### src/rtl/bpu_port_scheduler.sv
// Arbitrates the single BTB/local-predictor port between fetch lookups and
// queued execute-side updates; the port controls come straight from registers.
module bpu_port_scheduler #(
  parameter int UPD_DEPTH  = 4,
  parameter int STARVE_MAX = 3
) (
  input  logic                         clk,
  input  logic                         rst,
  input  logic                         lk_req,
  input  logic [23:0]                  lk_inst,
  input  logic                         lk_cond,
  output logic                         lk_gnt,
  input  logic                         up_valid,
  input  logic [23:0]                  up_inst,
  input  logic                         up_cond,
  input  logic                         up_taken,
  input  logic [31:0]                  up_target,
  output logic                         up_ready,
  output logic                         read_write,
  output logic                         buffer_select,
  output logic                         branch_predictor_select,
  output logic [23:0]                  br_inst,
  output logic [31:0]                  br_taddr_exe,
  output logic                         prediction_valid_exe,
  output logic [4:0]                   LHT_index,
  output logic [$clog2(UPD_DEPTH):0]   q_count
);

  localparam int PW = $clog2(UPD_DEPTH);
  localparam int CW = PW + 1;
  localparam int SW = $clog2(STARVE_MAX + 1);
  localparam logic [CW-1:0] DEPTH_C  = CW'(UPD_DEPTH);
  localparam logic [SW-1:0] STARVE_C = SW'(STARVE_MAX);

  typedef struct packed {
    logic [23:0] inst;
    logic        cond;
    logic        taken;
    logic [31:0] target;
  } upd_entry_t;

  upd_entry_t        mem [UPD_DEPTH];
  upd_entry_t        head;

  logic [PW-1:0]     wr_ptr_reg, wr_ptr_next;
  logic [PW-1:0]     rd_ptr_reg, rd_ptr_next;
  logic [CW-1:0]     count_reg, count_next;
  logic [SW-1:0]     starve_reg, starve_next;

  logic              rw_reg, rw_next;
  logic              bs_reg, bs_next;
  logic              bps_reg, bps_next;
  logic [23:0]       inst_reg, inst_next;
  logic [31:0]       taddr_reg, taddr_next;
  logic              pv_reg, pv_next;

  logic              q_empty, q_full, push, upd_gnt;

  assign q_empty  = (count_reg == '0);
  assign q_full   = (count_reg == DEPTH_C);
  assign up_ready = !rst && !q_full;
  assign push     = up_valid && up_ready;

  // Updates win when fetch is quiet, the queue is full, or fetch has starved them long enough.
  assign upd_gnt  = !rst && !q_empty && (!lk_req || q_full || (starve_reg == STARVE_C));
  assign lk_gnt   = !rst && lk_req && !upd_gnt;

  assign head     = mem[rd_ptr_reg];

  // Queue storage carries no reset; occupancy and pointers define validity.
  always_ff @(posedge clk) begin
    if (push) begin
      mem[wr_ptr_reg] <= '{inst: up_inst, cond: up_cond, taken: up_taken, target: up_target};
    end
  end

  always_comb begin
    wr_ptr_next = push    ? wr_ptr_reg + PW'(1) : wr_ptr_reg;
    rd_ptr_next = upd_gnt ? rd_ptr_reg + PW'(1) : rd_ptr_reg;

    count_next = count_reg;
    case ({push, upd_gnt})
      2'b10:   count_next = count_reg + CW'(1);
      2'b01:   count_next = count_reg - CW'(1);
      default: count_next = count_reg;
    endcase

    starve_next = starve_reg;
    if (q_empty || upd_gnt) begin
      starve_next = '0;
    end else if (lk_gnt && (starve_reg != STARVE_C)) begin
      starve_next = starve_reg + SW'(1);
    end
  end

  always_comb begin
    rw_next    = 1'b1;
    bs_next    = 1'b0;
    bps_next   = 1'b0;
    inst_next  = inst_reg;
    taddr_next = taddr_reg;
    pv_next    = pv_reg;
    if (upd_gnt) begin
      rw_next    = 1'b0;
      bs_next    = 1'b1;
      bps_next   = head.cond;
      inst_next  = head.inst;
      taddr_next = head.target;
      pv_next    = head.taken;
    end else if (lk_gnt) begin
      bs_next    = 1'b1;
      bps_next   = lk_cond;
      inst_next  = lk_inst;
    end
  end

  always_ff @(posedge clk or posedge rst) begin
    if (rst) begin
      wr_ptr_reg <= '0;
      rd_ptr_reg <= '0;
      count_reg  <= '0;
      starve_reg <= '0;
      rw_reg     <= 1'b1;
      bs_reg     <= 1'b0;
      bps_reg    <= 1'b0;
      inst_reg   <= '0;
      taddr_reg  <= '0;
      pv_reg     <= 1'b0;
    end else begin
      wr_ptr_reg <= wr_ptr_next;
      rd_ptr_reg <= rd_ptr_next;
      count_reg  <= count_next;
      starve_reg <= starve_next;
      rw_reg     <= rw_next;
      bs_reg     <= bs_next;
      bps_reg    <= bps_next;
      inst_reg   <= inst_next;
      taddr_reg  <= taddr_next;
      pv_reg     <= pv_next;
    end
  end

  assign read_write              = rw_reg;
  assign buffer_select           = bs_reg;
  assign branch_predictor_select = bps_reg;
  assign br_inst                 = inst_reg;
  assign br_taddr_exe            = taddr_reg;
  assign prediction_valid_exe    = pv_reg;
  assign LHT_index               = inst_reg[4:0];
  assign q_count                 = count_reg;

endmodule

### config.mk
export PLATFORM = sky130hd
export DESIGN_NAME = bpu_port_scheduler
export DESIGN_NICKNAME = d
export VERILOG_FILES = /design/src/rtl/bpu_port_scheduler.sv
export SDC_FILE = /design/constraint.sdc
export NUM_CORES = 1
export LEC_CHECK = 0
export CAP_MARGIN = 20
export CORE_MARGIN = 1.5
export CORE_UTILIZATION = 30
export CTS_CLUSTER_SIZE = 28
export DETAILED_ROUTE_END_ITERATION = 10
export GPL_TIMING_DRIVEN = 0
export SYNTH_ARGS = -nofsm -noshare
export SYNTH_HDL_FRONTEND = slang
export SYNTH_SLANG_ARGS = --single-unit
### constraint.sdc
create_clock -name clk -period 7.14 [get_ports clk]
set_input_delay 1.071 -clock clk [delete_from_list [all_inputs] [get_ports clk]]
set_output_delay 1.071 -clock clk [all_outputs]
set_load 0.01 [all_outputs]
==> results by group, run 1 <==
Cells and area
  • Largest Register: mem
  • Non-filler cells, final: 1,282
  • Share of layout cells above drive strength 1: 0.251
  • Nets: 838
  • Multi-input gate area: 2540 um^2
  • Register area: 8690 um^2
  • Most frequent cells in the layout: edfxtp_1 (232), clkdlybuf4s50_1 (155), dfrtp_1 (68)
  • Commonest non-fill, non-tap cell in the layout: edfxtp_1
  • Layout filler cell count: 3,483
  • Max reg flops: 232
  • Synth-to-layout area growth: 30.6%

Drt
  • Final wirelength: 26,200 um
  • # DRC: 0
  • Wire length per cell after detailed routing: 20.4 um
  • Drt initial violations: 258
  • Post-DRT Antenna Nets: 0
  • DR vias: 5,883
  • DR pass1 iterations: 4
  • Vias per cell: 4.59

Worst setup path
  • Worst Setup Start Kind: input port
  • Critical Path Sink Type: output port
  • Max Fanout on Critical Path: 6
  • Worst path arrival time: 2.89 ns
  • WS Path Type: input port to output port
  • Register-to-register setup slack: 4.41 ns
  • WP data required: 6.07 ns

Global route
  • Vias in the first global route: 6,313
  • First-pass GRT wire length: 39,400 um
  • Initial antenna violation count: 4
  • Grt total ovfl: 0
  • Total GRT Usage: 0.138
  • Largest net degree at the start of global routing: 47

Place
  • Placer Congestion: 0.726
  • Placement Setup Slack: 3.20 ns
  • Placed instance count: 1,218
  • Dpl hpwl: 16,400 um
  • Port buffer count: 155

Synthesis
  • Top_reg_cell synth: edfxtp_1
  • Seq/Total Area, Yosys: 0.757
  • Unique masters post-synth: 39
  • Flop and latch count out of synthesis: 301
  • Avg Inst Size Synth: 21.0 um^2
  • Post-Syn Area: 11,500 um^2
  • Number of flops mapped to enable cells by yosys: 232
  • Total nets after synthesis: 640
  • Ys Warns: 0
  • Mapped Cells: 546
  • Ys async rst share: 0.229

STA
  • Final setup vio count: 0
  • Crit share post-route: 0.555
  • Slew Limit Fails: 0
  • Min Tclk post-route: 3.96 ns
  • Clock Skews: 0.0147 ns
  • Setup TNS: 0 ns
  • Slew of the pin with the lowest slew margin: 0.898 ns
  • Slew headroom: 0.396
  • Fin worst setup slack: 3.18 ns
  • Fmax: 252 MHz
  • RSZ-0062 raised after global routing: no
  • Final hold viol count: 0

Flow run
  • Max_cap viols: 0

Hold path
  • Hold crit path type: flip-flop to flip-flop

Clock network
  • Postcts setup bufs: 0
  • Root Driver: clkbuf_16
  • Reg clk slew, reported paths: 0.06 ns
  • Resized Gates After CTS: 0
  • Worst-skew pair later-pin latency: 0.53 ns
  • CTS Sinks: 301
  • CTS hold repair buffers: 0
  • CTS tree: done
  • CTS Buf Count: 35
  • Max H-tree Level: 2
  • Clock Tree Buf Depth: 3

Floorplan
  • Die ar.: 39,500 um^2
  • Starting Density: 0.305
  • Core area: 37,700 um^2
  • Die Y: 199 um
  • Row count: 71
  • Ports: 157
  • Die width: 199 um

Pwr
  • Internal Power: 0.00432 W
  • Net Sw Frac: 0.277
  • Leak: 5.10 nW
  • Design Power: 0.00598 W
  • Reg power frac: 0.399
  • Logic pwr share: 0.299
  • Switching pwr: 0.00166 W
  • Pwr dens: 399 nW/um^2
  • Clock share of power: 0.302
  • Peak VDD IR: 221 uV

Outcome
  • Run status: finished clean
==> power groups by stage <==
stage | registers [W] | clock network, W | logic, W
3_3_place_gp | 0.00244 | 0 | 0.00178
3_5_place_dp | 0.00243 | 0 | 0.00184
5_1_grt | 0.00243 | 0.00192 | 0.00194
6_report | 0.00239 | 0.00181 | 0.00179
2_1_floorplan | 0.00248 | 0 | 0.000960
4_1_cts | 0.00240 | 0.00187 | 0.00184
==> cells in the mapped netlist, types with 6 or more instances <==
cell type | number | share of area
mux2_2 | 34 | 0.033
nand3_1 | 12 | 0.0052
buf_2 | 9 | 0.0039
edfxtp_1 | 232 | 0.61
buf_6 | 6 | 0.0059
clkbuf_1 | 16 | 0.0052
o221a_2 | 14 | 0.014
buf_4 | 6 | 0.0039
inv_1 | 8 | 0.0026
o21ai_0 | 10 | 0.0044
o211ai_1 | 9 | 0.0059
dfrtp_1 | 68 | 0.15
mux4_2 | 58 | 0.11
o2111ai_1 | 10 | 0.0076
a21o_1 | 14 | 0.0092
ha_1 | 6 | 0.0065
==> cell type report <==
type | count | area share
well taps | 511 | 0.0426
clock buffers | 45 | 0.0638
multi-input cells | 197 | 0.169
repair buffers | 161 | 0.113
flip-flops and latches | 301 | 0.580
inverters | 10 | 0.00250
plain buffers | 38 | 0.0150
diodes | 2 | 0.000334
clock inverters | 17 | 0.0134
==> metrics by stage <==
stage	util	instance area, um^2	hold slack [ns]
6_report	0.398	15000	0.501
3_3_place_gp	0.363	13700	0.486
3_5_place_dp	0.367	13800	0.494
2_1_floorplan	-	11500	0.467
5_1_grt	0.398	15000	0.523
4_1_cts	0.398	15000	0.502
==> metal layers <==
layer  global-route usage  up-vias  wire [um]
li1                     -     2641          -
met1                0.180     3036      11400
met2                0.220      150      12500
met3               0.0351       52       1520
met4               0.0550        4        719
met5                    0        -         27
==> worst paths after layout <==
path / end / from / depth (start not counted)
min in group asynchronous: br_inst[11] / rst / 3
max in group asynchronous: br_taddr_exe[12] / rst / 4
min reg2reg: starve_reg[0] / starve_reg[0] / 1
max reg2reg: q_count[2] / starve_reg[0] / 11
max: lk_gnt / lk_req / 5
min: starve_reg[0] / starve_reg[0] / 1
==> logic make-up after synthesis <==
family,after synthesis,synth area share
AOI/OAI and AO/OA,63,0.0457
xor gates and xnor gates,6,0.00458
adders and majority gates,7,0.00828
buffers and inverters,48,0.0226
DFF,301,0.757
muxes,93,0.148
and+or+nand+nor,28,0.0138
==> critical path, cell delays in order <==
cell,delay (ns)
clkdlybuf4s50_1,0.56
inv_1,0.06
a2111o_1,0.45
inv_1,0.19
clkdlybuf4s50_1,0.56
(Power assumes the default switching activity.)
==> run 2: changes to the inputs <==
Clock period 7.14 ns to 4.1 ns, I/O delays scaled along.
==> results of run 2 <==
Same layout as run 1 (identical final DEF). Status: finished clean.
Among the figures that moved: setup slack after placement 3.20 ns -> 0.822 ns; setup slack after layout 3.18 ns -> 0.884 ns; start point of the critical path lk_req -> q_count[0]; register-to-register setup slack 4.41 ns -> 1.37 ns; total power 0.00598 W -> 0.0104 W; worst IR drop on VDD 221 uV -> 384 uV
==> run 3: changes to the inputs <==
Clock period 4.1 ns to 3.1 ns, I/O delays scaled along.
==> results by group, run 3 (synthesis results as in run 1) <==
Worst setup path
  • Worst Setup Start Kind: flip-flop (unchanged)
  • Max Fanout on Critical Path: 8 (unchanged)
  • WP data required: 2.63 ns (was 3.48 ns)
  • Critical Path Sink Type: output port (unchanged)
  • WS Path Type: flip-flop to output port (unchanged)
  • Slowest CP cell: a2111o_2 (was a2111o_1)
  • Worst path arrival time: 2.52 ns (was 2.60 ns)
  • CP max stage delay: 0.56 ns (was 0.58 ns)
  • Critical Path, Cell by Cell: buf_6 -> or2_0 -> a2111o_2 -> inv_1 -> clkdlybuf4s50_1 (was buf_6 -> or2_0 -> a2111o_1 -> inv_1 -> clkdlybuf4s50_1)

Drt
  • Vias per cell: 4.61 (was 4.59)
  • Drt initial violations: 227 (was 258)
  • DR vias: 5,907 (was 5,883)
  • Post-DRT Antenna Nets: 0 (unchanged)
  • Final wirelength: 25,900 um (was 26,200 um)
  • Wire length per cell after detailed routing: 20.2 um (was 20.4 um)
  • DR pass1 iterations: 4 (unchanged)
  • # DRC: 0 (unchanged)

Clock network
  • CTS Sinks: 301 (unchanged)
  • CTS hold repair buffers: 0 (unchanged)
  • CTS Buf Count: 36 (was 35)
  • Max H-tree Level: 2 (unchanged)
  • Worst-skew pair later-pin latency: 0.51 ns (was 0.53 ns)
  • Reg clk slew, reported paths: 0.06 ns (about the same)
  • Clock Tree Buf Depth: 3 (unchanged)
  • Root Driver: clkbuf_16 (unchanged)
  • CTS tree: done (unchanged)

Floorplan
  • Core area: 37,700 um^2 (unchanged)
  • Starting Density: 0.305 (unchanged)
  • Die ar.: 39,500 um^2 (unchanged)
  • Die width: 199 um (unchanged)
  • Ports: 157 (unchanged)
  • Die Y: 199 um (unchanged)
  • Row count: 71 (unchanged)

Pwr
  • Logic pwr share: 0.302 (was 0.299)
  • Peak VDD IR: 430 uV (was 384 uV)
  • Design Power: 0.0136 W (was 0.0104 W)
  • Pwr dens: 909 nW/um^2 (was 695 nW/um^2)
  • Net Sw Frac: 0.275 (was 0.277)
  • Clock share of power: 0.293 (was 0.302)
  • Internal Power: 0.00985 W (was 0.00753 W)
  • Leak: 5.09 nW (was 5.10 nW)
  • Reg power frac: 0.404 (was 0.399)
  • Switching pwr: 0.00374 W (was 0.00289 W)

Cells and area
  • Synth-to-layout area growth: 30.2% (was 30.6%)
  • Non-filler cells, final: 1,282 (unchanged)
  • Largest Register: mem (unchanged)
  • Max reg flops: 232 (unchanged)
  • Commonest non-fill, non-tap cell in the layout: edfxtp_1 (unchanged)
  • Share of layout cells above drive strength 1: 0.247 (was 0.251)
  • Most frequent cells in the layout: edfxtp_1 (232), clkdlybuf4s50_1 (155), dfrtp_1 (68) (unchanged)
  • Layout filler cell count: 3,455 (was 3,483)
  • Nets: 839 (was 838)

STA
  • Slew headroom: 0.349 (was 0.396)
  • Final hold viol count: 0 (unchanged)
  • Final setup vio count: 0 (unchanged)
  • RSZ-0062 raised after global routing: no (unchanged)
  • Crit share post-route: 0.963
  • Fmax: 335 MHz
  • Min Tclk post-route: 2.98 ns
  • Slew of the pin with the lowest slew margin: 0.975 ns (was 0.898 ns)
  • Slew Limit Fails: 0 (unchanged)
  • Clock Skews: 0.0103 ns (was 0.0147 ns)

Place
  • Placed instance count: 1,218 (unchanged)
  • Placer Congestion: 0.743 (was 0.726)
  • Dpl hpwl: 16,100 um (was 16,400 um)
  • Port buffer count: 155 (unchanged)

Outcome
  • Run status: finished clean (unchanged)

Global route
  • First-pass GRT wire length: 39,000 um (was 39,400 um)
  • Largest net degree at the start of global routing: 50 (was 47)
  • Initial antenna violation count: 5 (was 4)
  • Total GRT Usage: 0.135 (was 0.138)
  • Grt total ovfl: 0 (unchanged)
  • Vias in the first global route: 6,401 (was 6,313)

Hold path
  • Hold crit path type: input port to flip-flop (was flip-flop to flip-flop)

Flow run
  • Max_cap viols: 0 (unchanged)
[run 3: per-layer routing]
layer | wire (um) | track usage
met1 | 11000 | 0.172
met2 | 12500 | 0.222
met3 | 1690 | 0.0381
met4 | 636 | 0.0426
met5 | 36 | 0
[run 3: critical path: cells and delay by family, from the launching register on]
family	cells	cell delay [ns]
simple gates	1	0.22
compound gates	1	0.56
buf+inv	3	0.85
flops	1	0.39
[run 3: worst paths after layout]
path | endpoint | cells after the start | slack, ns | start
worst min-delay path | starve_reg[0] | 2 | 0.45 | rst
worst min register to register | br_taddr_exe[0] | 1 | 0.50 | br_taddr_exe[0]
worst max register to register | q_count[2] | 11 | 0.35 | starve_reg[0]
worst max-delay path | lk_gnt | 5 | 0.12 | q_count[0]
max in group asynchronous | br_inst[18] | 4 | 1.89 | rst
min in group asynchronous | br_inst[2] | 3 | 0.53 | rst
[run 3: power groups by stage]
stage | Clock, W | Sequential, W | Combinational, W
finish | 0.00399 | 0.00550 | 0.00411
detailed placement | 0 | 0.00559 | 0.00422
floorplan | 0 | 0.00572 | 0.00221
global route | 0.00428 | 0.00559 | 0.00447
global placement | 0 | 0.00561 | 0.00412
CTS | 0.00414 | 0.00551 | 0.00423
[run 3: layout make-up]
cell class	instances	area, um^2	share of cell area
Inverter	10	37.5	0.00251
Multi-Input combinational cell	197	2540	0.170
Sequential cell	301	8690	0.581
Clock buffer	48	997	0.0667
Buffer	38	225	0.0151
Clock inverter	14	119	0.00795
Antenna cell	2	5.00	0.000335
Timing Repair Buffer	161	1690	0.113
Tap cell	511	639	0.0428
[run 3: repair_timing]
action,CTS,global route
pin swaps,0,1
setup buffers,0,0
gates resized for setup,1,0
hold endpoints to repair,0,0
setup endpoints to repair,1,1
[run 3: stage by stage]
step | setup WS (ns) | utilization | instance area, um^2 | TNS, ns | hold WS (ns)
after floorplan | 0.0851 | - | 11500 | 0 | 0.467
after global placement | -1.85 | 0.363 | 13700 | -439.48 | 0.488
after detailed placement | 0.0402 | 0.367 | 13800 | 0 | 0.495
after CTS | 0.0216 | 0.397 | 14900 | 0 | 0.420
after global routing | 0.0216 | 0.397 | 15000 | 0 | 0.508
final | 0.115 | 0.397 | 15000 | 0 | 0.455
